File: src/rtl/change_dispenser.sv
// change_dispenser
//   Pays out a change amount as individual coins, one coin per ejector
//   handshake. Coins are chosen greedily (20, then 10, then 5), limited by
//   per-denomination stock counters. Reports completion, any unpaid
//   remainder, and which coin tubes are empty.
//
// Ports
//   clk           in   1         system clock, rising edge
//   reset         in   1         synchronous, active-high reset
//   change_valid  in   1         change_in valid
//   change_in     in   CHANGE_W  amount to pay out
//   change_ready  out  1         block can accept a new amount (IDLE only)
//   coin_out      out  3         one-hot coin code: 001=5, 010=10, 100=20
//   coin_valid    out  1         coin_out is being presented to the ejector
//   coin_ack      in   1         ejector has released the presented coin
//   refill        in   1         reload all stocks (honoured in IDLE only)
//   busy          out  1         payout in progress
//   done          out  1         one-cycle pulse: payout finished
//   error         out  1         valid with done: amount not fully paid
//   shortfall     out  CHANGE_W  valid with done: unpaid remainder
//   empty         out  3         per-denomination stock==0 flags
module change_dispenser #(
    parameter int CHANGE_W = 8,
    parameter int CNT_W    = 4,
    parameter int INIT_5   = 8,
    parameter int INIT_10  = 8,
    parameter int INIT_20  = 8
) (
    input  logic                clk,
    input  logic                reset,
    input  logic                change_valid,
    input  logic [CHANGE_W-1:0] change_in,
    output logic                change_ready,
    output logic [2:0]          coin_out,
    output logic                coin_valid,
    input  logic                coin_ack,
    input  logic                refill,
    output logic                busy,
    output logic                done,
    output logic                error,
    output logic [CHANGE_W-1:0] shortfall,
    output logic [2:0]          empty
);

    localparam logic [CHANGE_W-1:0] VAL5  = CHANGE_W'(5);
    localparam logic [CHANGE_W-1:0] VAL10 = CHANGE_W'(10);
    localparam logic [CHANGE_W-1:0] VAL20 = CHANGE_W'(20);

    localparam logic [CNT_W-1:0] INIT5_C  = CNT_W'(INIT_5);
    localparam logic [CNT_W-1:0] INIT10_C = CNT_W'(INIT_10);
    localparam logic [CNT_W-1:0] INIT20_C = CNT_W'(INIT_20);
    localparam logic [CNT_W-1:0] ONE_C    = CNT_W'(1);

    typedef enum logic [1:0] {
        IDLE,
        SELECT,
        ISSUE,
        DONE
    } state_t;

    state_t state, state_next;

    logic [CHANGE_W-1:0] remaining, remaining_next;
    logic [CHANGE_W-1:0] shortfall_reg, shortfall_next;
    logic                error_reg, error_next;
    logic [CNT_W-1:0]    stock5, stock5_next;
    logic [CNT_W-1:0]    stock10, stock10_next;
    logic [CNT_W-1:0]    stock20, stock20_next;
    logic [2:0]          coin_reg, coin_next;
    logic [CHANGE_W-1:0] coin_value;

    // Value of the coin currently held for the ejector.
    always_comb begin
        coin_value = '0;
        if (coin_reg[2]) begin
            coin_value = VAL20;
        end else if (coin_reg[1]) begin
            coin_value = VAL10;
        end else if (coin_reg[0]) begin
            coin_value = VAL5;
        end
    end

    // State and datapath registers. Reset restores full stocks and clears
    // any half-finished payout, so an unacknowledged coin is simply dropped.
    always_ff @(posedge clk) begin
        if (reset) begin
            state         <= IDLE;
            remaining     <= '0;
            shortfall_reg <= '0;
            error_reg     <= 1'b0;
            stock5        <= INIT5_C;
            stock10       <= INIT10_C;
            stock20       <= INIT20_C;
            coin_reg      <= 3'b000;
        end else begin
            state         <= state_next;
            remaining     <= remaining_next;
            shortfall_reg <= shortfall_next;
            error_reg     <= error_next;
            stock5        <= stock5_next;
            stock10       <= stock10_next;
            stock20       <= stock20_next;
            coin_reg      <= coin_next;
        end
    end

    // Next-state logic. The result (shortfall/error) is captured on the way
    // into DONE so it is already valid during the done pulse and then simply
    // holds until the next payout finishes.
    always_comb begin
        state_next     = state;
        remaining_next = remaining;
        shortfall_next = shortfall_reg;
        error_next     = error_reg;
        stock5_next    = stock5;
        stock10_next   = stock10;
        stock20_next   = stock20;
        coin_next      = coin_reg;

        unique case (state)
            IDLE: begin
                if (refill) begin
                    stock5_next  = INIT5_C;
                    stock10_next = INIT10_C;
                    stock20_next = INIT20_C;
                end
                if (change_valid) begin
                    remaining_next = change_in;
                    state_next     = SELECT;
                end
            end

            SELECT: begin
                if (remaining != '0 && remaining >= VAL20 && stock20 != '0) begin
                    coin_next  = 3'b100;
                    state_next = ISSUE;
                end else if (remaining != '0 && remaining >= VAL10 && stock10 != '0) begin
                    coin_next  = 3'b010;
                    state_next = ISSUE;
                end else if (remaining != '0 && remaining >= VAL5 && stock5 != '0) begin
                    coin_next  = 3'b001;
                    state_next = ISSUE;
                end else begin
                    shortfall_next = remaining;
                    error_next     = (remaining != '0);
                    state_next     = DONE;
                end
            end

            ISSUE: begin
                // The coin was only selected if it fit and was in stock, so
                // neither the amount nor the counter can wrap here; the
                // counter guards are kept so stocks can never go below zero.
                if (coin_ack) begin
                    remaining_next = remaining - coin_value;
                    if (coin_reg[2] && stock20 != '0) begin
                        stock20_next = stock20 - ONE_C;
                    end
                    if (coin_reg[1] && stock10 != '0) begin
                        stock10_next = stock10 - ONE_C;
                    end
                    if (coin_reg[0] && stock5 != '0) begin
                        stock5_next = stock5 - ONE_C;
                    end
                    coin_next  = 3'b000;
                    state_next = SELECT;
                end
            end

            DONE: begin
                state_next = IDLE;
            end

            default: begin
                state_next = IDLE;
            end
        endcase
    end

    assign change_ready = (state == IDLE);
    assign busy         = (state != IDLE);
    assign coin_valid   = (state == ISSUE);
    assign done         = (state == DONE);
    assign coin_out     = coin_reg;
    assign error        = error_reg;
    assign shortfall    = shortfall_reg;
    assign empty        = {stock20 == '0, stock10 == '0, stock5 == '0};

endmodule

File: config.mk
export PLATFORM = sky130hd
export DESIGN_NAME = change_dispenser
export DESIGN_NICKNAME = d
export VERILOG_FILES = /design/src/rtl/change_dispenser.sv
export SDC_FILE = /design/constraint.sdc
export NUM_CORES = 1
export LEC_CHECK = 0
export ABC_AREA = 0
export BUFFER_PORTS_ARGS = -buffer_cell sky130_fd_sc_hd__buf_2
export CAP_MARGIN = 20
export CORE_MARGIN = 5
export CORE_UTILIZATION = 30
export DETAILED_ROUTE_END_ITERATION = 8
export GPL_ROUTABILITY_DRIVEN = 0
export MAX_ROUTING_LAYER = met4
export SKIP_CTS_REPAIR_TIMING = 1
export SLEW_MARGIN = 30
export SYNTH_ARGS = -nofsm -noshare
export SYNTH_HDL_FRONTEND = slang
export SYNTH_SLANG_ARGS = --single-unit
File: constraint.sdc
create_clock -name clk -period 3.58 [get_ports clk]
set_clock_uncertainty 0.15 [all_clocks]
set_input_delay 0.179 -clock clk [delete_from_list [all_inputs] [get_ports clk]]
set_output_delay 0.179 -clock clk [all_outputs]
set_load 0.01 [all_outputs]
==> results of run 1 <==
cells by family after synthesis:
group           after synthesis  share of synthesized area, %
compound gates               49                          15.7
xor+xnor                     11                          4.83
fa+ha+maj                    17                          11.0
buf+inv                      28                          6.08
flops                        34                          34.1
mux                          13                          6.52
simple gates                 85                          21.7
through the flow:
| step | hold WS [ns] | power, W |
|---|---|---|
| after floorplan | 0.203 | 0.00132 |
| after global placement | 0.299 | 0.00155 |
| after detailed placement | 0.304 | 0.00156 |
| after CTS | 0.00413 | 0.00185 |
| after global routing | 0.0527 | 0.00201 |
| final | 0.0128 | 0.00183 |
worst paths after layout:
kind,from,end,slack (ns),depth (start not counted)
max reg2reg,coin_out[0],remaining[6],1.27,10
max,coin_out[0],remaining[6],1.27,10
min reg2reg,stock10[1],stock10[1],0.33,2
min,change_in[6],remaining[6],0.01,3
critical path: cells and delay by family (launching register included):
| kind | cells | cell delay [ns] |
|---|---|---|
| AO/OA/AOI/OAI | 3 | 0.52 |
| adder cells (fa/ha/maj) | 2 | 0.59 |
| AND/OR/NAND/NOR | 2 | 0.35 |
| buffers and inverters | 2 | 0.13 |
| multiplexers | 1 | 0.14 |
| flip-flops | 1 | 0.35 |
routing by layer:
| layer | track usage, % | wire (um) | vias up | part of all wire [%] |
|---|---|---|---|---|
| met5 | - | 0 | - | 0 |
| li1 | - | - | 881 | - |
| met4 | 3.77 | 36 | 0 | 0.74 |
| met2 | 19.3 | 2150 | 27 | 44 |
| met3 | 2.98 | 178 | 2 | 3.7 |
| met1 | 16.9 | 2510 | 770 | 52 |
placed cells by master, fill, tap and decap left out, types with 4 or more instances in the layout:
cell type / n
dfxtp_1: 34
xnor2_1: 5
xor2_1: 6
nand3_1: 8
inv_1: 19
a21oi_1: 14
nor2b_1: 4
ha_1: 16
nand2_1: 23
o21ai_0: 12
clkbuf_8: 6
mux2i_1: 13
nor3_1: 12
buf_2: 31
nor2_1: 22
final cells by class:
type                            count  area, um^2
Fill cell                         697        4120
Multi-Input combinational cell    175        1200
Sequential cell                    34         681
Timing Repair Buffer               34         178
Tap cell                           77        96.3
Clock buffer                        6        82.6
Inverter                           19        71.3
power by group through the flow:
stage          Clock (W)  Combinational, W  Sequential (W)
5_1_grt         0.000310           0.00108        0.000615
2_1_floorplan          0          0.000741        0.000581
3_5_place_dp           0          0.000952        0.000608
4_1_cts         0.000293          0.000958        0.000600
6_report        0.000279          0.000953        0.000598
3_3_place_gp           0          0.000946        0.000604
==> summary.txt, run 1 <==
Pwr
  – Clock power share: between 10% and 20%
  – Pint: between 0.001 and 0.0015 W
  – IR drop worst, VDD: approximately 430 uV
  – Cell leakage power: around 0.94 nW
  – Share of power burned in registers: ~33%
  – Comb power frac: a little over half
  – Sw Ratio: a little over two fifths
  – Net Sw Power: 0.000787 W
  – Pwr dens: 793 nW/um^2

Die
  – Chip Height: 91.5 um
  – Ports: 32
  – Die Width: a little over 90 um
  – Row cnt: 29
  – CORE AREA: between 6000 and 7000 um^2
  – Die ar.: 8380 um^2
  – Initial Util: roughly 31%

Outcome
  – Status: complete, no violations

Critical path
  – Critical path class: flop to flop
  – Setup crit end kind: flop
  – Startpoint types: flop
  – CP Data Required Time: between 3 and 4 ns
  – Crit path cell chain: inv_1 > nor3_1 > ha_1 > inv_1 > fa_1 > a21o_1 > a21oi_1 > o21ai_0 > mux2i_1 > nor3_1
  – CP max-delay cell: fa_1
  – WP data arrival: roughly 2.4 ns
  – Critical Path Fanout Max: 4
  – CP max stage delay: between 0.3 and 0.4 ns

Placement
  – Post-DP HPWL: roughly 3600 um
  – Placed cell area: 2220 um^2
  – IO buf count: 31
  – Placed insts: approximately 340
  – Placement Setup Slack: about 1.2 ns

Synth
  – Synth Register Bits: 34
  – Cells after Synth: approximately 240
  – Seq/Total Area, Yosys: roughly 34%
  – Asr flop ratio synth: 0%
  – Most common cell in the synthesized netlist: dfxtp_1
  – Synth Flop Type: dfxtp_1
  – Synth top area cells: dfxtp_1, ha_1, mux2i_1
  – Mapped Area: between 1500 and 2000 um^2
  – Top cell type by total area after synthesis: dfxtp_1
  – Share of the synthesized area in the top cell type: roughly 34%
  – Post-synthesis cell type count: between 40 and 50
  – Mapped Nets: roughly 270
  – Ys Warns: 0
  – Syn Area/Cell: 8.42 um^2
  – Post-synth top cells: dfxtp_1, nand2_1, nor2_1, inv_1, ha_1
  – Post-synth EDFFs: 0

Detailed routing
  – DR pass1 iterations: 4
  – Initial drt markers: about 70
  – Wire per inst: 14.1 um
  – Wirelength, routed: 4870 um
  – Vias post-DR: 1,680
  – Vias/cell: around 4.9
  – Antenna Nets Post-Route: 0
  – DRC Markers: 0

Layout
  – Syn-to-layout area delta: 15.6%
  – Final #Nets: 299
  – Antenna diode count: 0
  – Core Util, Final: ~36%
  – Fraction of layout cells with a size suffix above 1: approximately 18%
  – Final instance area: about 2300 um^2
  – Final std cells w/o fill: about 350

Timing
  – Final cycle utilization of the critical path: 64.6%
  – Relative max-transition margin: roughly three fifths
  – Fin. Hold Viols: 0
  – PnR worst setup slack: roughly 1.3 ns
  – Actual slew at the worst max-slew pin: 0.597 ns
  – RSZ-0062 raised after global routing: false
  – Fin Setup TNS: 0 ns
  – Final setup fails: 0
  – Slew Limit Fails: 0
  – Max Clk Rate: 432 MHz
  – Period minus WS final: about 2.3 ns

Global route
  – Grt total ovfl: 0
  – Number of global-route vias before repair: about 1.7k
  – GRT Util Overall: between 10% and 20%
  – Largest net degree at the start of global routing: 28
  – Initial antenna violation count: 0
  – First-pass GRT wire length: between 8000 and 9000 um

Clock tree
  – CTS tree: yes
  – Clock buffer depth: 2
  – Clock root cell: clkbuf_8
  – Worst-path clk slew: 0.07 ns
  – CTS H-Tree Depth: 2
  – Sink Count: 34
  – Clk Latency, worst-skew pair: 0.28 ns
  – Num CTS Buffers: 5

Run
  – Max-Cap Viols: 0

Min path
  – Worst min-delay path class: input port to flop
Power figures use the tool's default switching activity.
==> run 2, diff against run 1 <==
--- a/config.mk
+++ b/config.mk
@@ -5,7 +5,7 @@
 export SDC_FILE = /design/constraint.sdc
 export NUM_CORES = 1
 export LEC_CHECK = 0
-export ABC_AREA = 0
+export ABC_AREA = 1
 export BUFFER_PORTS_ARGS = -buffer_cell sky130_fd_sc_hd__buf_2
 export CAP_MARGIN = 20
 export CORE_MARGIN = 5
==> constraint.sdc (replaced) <==
create_clock -name clk -period 2.2 [get_ports clk]
set_clock_uncertainty 0.15 [all_clocks]
set_input_delay 0.11 -clock clk [delete_from_list [all_inputs] [get_ports clk]]
set_output_delay 0.11 -clock clk [all_outputs]
set_load 0.01 [all_outputs]
==> summary.txt, run 2 <==
Outcome
  – Status: finished, violations left
  – Failing checks: negative hold slack

Layout
  – Footprint of the multi-input gates: between 1000 and 1500 um^2
  – Final #Nets: around 370
  – Register area: between 600 and 700 um^2
  – Antenna diode count: 0
  – Syn-to-layout area delta: 20.3%
  – Commonest cells after routing, fill and taps aside: nor2_1, nand2_1, inv_1, dfxtp_1, buf_2
  – Commonest non-fill, non-tap cell in the layout: nor2_1
  – Fill cell count: 726
  – Final std cells w/o fill: between 400 and 500
  – Core Util, Final: 37.0%
  – Fraction of layout cells with a size suffix above 1: between 20% and 30%

Critical path
  – Critical path class: flop to flop
  – Reg-to-Reg Start: coin_out[0]
  – Crit path cell chain: inv_1 > nor3_1 > ha_1 > inv_1 > fa_1 > a31oi_1 > xor2_1 > nand2_1 > a21oi_1
  – Top delay family on crit path: adder cells
  – Cell depth of the worst flop-to-flop path: 9
  – CP Data Required Time: ~2.3 ns
  – Bufs and invs on worst path: 2
  – CP max-delay cell: fa_1
  – Stages on worst setup path: 9
  – Most frequent CP cell: inv_1
  – Critical Path Fanout Max: 4
  – CP max stage delay: 0.41 ns
  – Setup crit end kind: flop
  – CP Launch Point: coin_out[0]
  – WP data arrival: 2.06 ns
  – Startpoint types: flop

Timing
  – Slew Limit Fails: 0
  – Fin. Hold Viols: 2
  – Relative max-transition margin: between 70% and 80%
  – Min Hold Slack: -0.0325 ns
  – Final setup fails: 0
  – Fin Setup TNS: 0 ns
  – Max Clk Rate: 502 MHz
  – Final cycle utilization of the critical path: 90.5%
  – Actual slew at the worst max-slew pin: between 0.3 and 0.4 ns
  – Period minus WS final: approximately 2.0 ns
  – RSZ-0062 raised after global routing: false

Global route
  – Largest net degree at the start of global routing: 17
  – Number of global-route vias before repair: roughly 1.8k
  – Initial antenna violation count: 0
  – Grt total ovfl: 0
  – First-pass GRT wire length: roughly 8400 um
  – GRT Util Overall: around an eighth

Detailed routing
  – Vias/cell: 4.49
  – WL met1: ~2300 um
  – Wirelength, routed: between 4000 and 5000 um
  – Vias post-DR: between 1.5k and 2k
  – Antenna Nets Post-Route: 0
  – Initial drt markers: 67
  – Wire per inst: roughly 11 um
  – DR pass1 iterations: 4
  – DRC Markers: 0
  – Met3 wire len: approximately 220 um
  – DR WL met2: around 2400 um
  – Top Layer Used: met3

Synth
  – Synth Flop Type: dfxtp_1
  – Seq/Total Area, Yosys: between 30% and 40%
  – Synth top area cells: dfxtp_1, ha_1, nor2_1
  – Post-synth top cells: nor2_1, nand2_1, dfxtp_1, inv_1, a21oi_1
  – Post-synthesis cell type count: 30
  – Post-synth EDFFs: 0
  – Cells after Synth: between 200 and 300
  – Most common cell in the synthesized netlist: nor2_1
  – Mapped Nets: between 300 and 400
  – Top cell type by total area after synthesis: dfxtp_1
  – Asr flop ratio synth: 0%
  – Syn Area/Cell: 7.03 um^2
  – Share of the synthesized area in the top cell type: roughly 33%
  – Synth Register Bits: 34
  – Ys Warns: 0
  – Mapped Area: approximately 2100 um^2

Clock tree
  – Clock root cell: clkbuf_8
  – Num CTS Buffers: 5
  – Worst-path clk slew: ~0.070 ns
  – Clk Latency, worst-skew pair: about 0.28 ns
  – Clock buffer depth: 2
  – Sink Count: 34
  – CTS H-Tree Depth: 2
  – CTS tree: yes

Run
  – Max-Cap Viols: 0

Die
  – Chip Height: 93.4 um
  – Row cnt: 30
  – Ports: 32
  – Initial Util: a little under a third
  – Die ar.: just under 9000 um^2
  – CORE AREA: 6790 um^2
  – Die Width: about 93 um

Pwr
  – Pwr dens: about 1600 nW/um^2
  – Overall power: roughly 0.0041 W
  – Cell leakage power: 1.19 nW
  – IR drop worst, VDD: roughly 670 uV

Min path
  – Worst min-delay path class: input port to flop
  – Hold Startpoint: change_in[3]
  – WHS Path Cells: 3

Placement
  – Placed insts: about 420
  – Post-DP HPWL: 3850 um
  – IO buf count: 31
run 2: changes by cell type after synthesis, sizes merged, moves of 3 or more:
cell   delta
a21oi    +10
nand2    +33
xnor2     -5
inv      +21
a21o      -3
o21ai    +18
xor2      -3
nor2b     -4
mux2i    -13
nand3     +5
nor2     +31
nor3      -6
run 2: routing by layer:
metal	track usage, %	vias up
li1	-	1040
met1	15.0	887
met2	19.9	24
met3	3.38	0
met4	1.47	0
met5	-	-
run 2: final timing paths:
kind / endpoint / slack [ns]
worst min-delay path: remaining[3] / -0.03
worst max register to register: remaining[4] / 0.21
worst min register to register: stock20[1] / 0.31
worst max-delay path: remaining[4] / 0.21
run 2: where the power goes:
group	internal [W]	switching, W	total, W
clock	0.000316	0.000230	0.000546
sequential	0.000864	0.000230	0.00109
combinational	0.000927	0.00156	0.00248
run 2: kinds of logic after synthesis:
logic type / Yosys count / synth area share (%)
buffers and inverters: 45 / 8.69
adder cells (fa/ha/maj): 17 / 10.6
XOR/XNOR: 3 / 1.26
flip-flops: 34 / 32.6
AND/OR/NAND/NOR: 135 / 29.7
AO/OA/AOI/OAI: 63 / 17.2
run 2: stage by stage:
stage / instance area [um^2] / setup WS (ns)
final: 2510 / 0.209
after global routing: 2510 / 0.0385
after CTS: 2470 / 0.202
after detailed placement: 2360 / 0.232
after global placement: 2360 / 0.276
after floorplan: 2090 / 0.282
run 2: layout make-up:
class | count | share of cell area (%)
tap | 96 | 4.78
inverter | 40 | 5.98
multi-input combinational | 218 | 48.8
timing repair buffer | 39 | 8.97
sequential | 34 | 27.1
clock buffer | 8 | 4.38
run 2: worst min-delay path, stage by stage:
cell and delay (ns):
buf_2 0.08, a21oi_1 0.05, a21oi_1 0.12
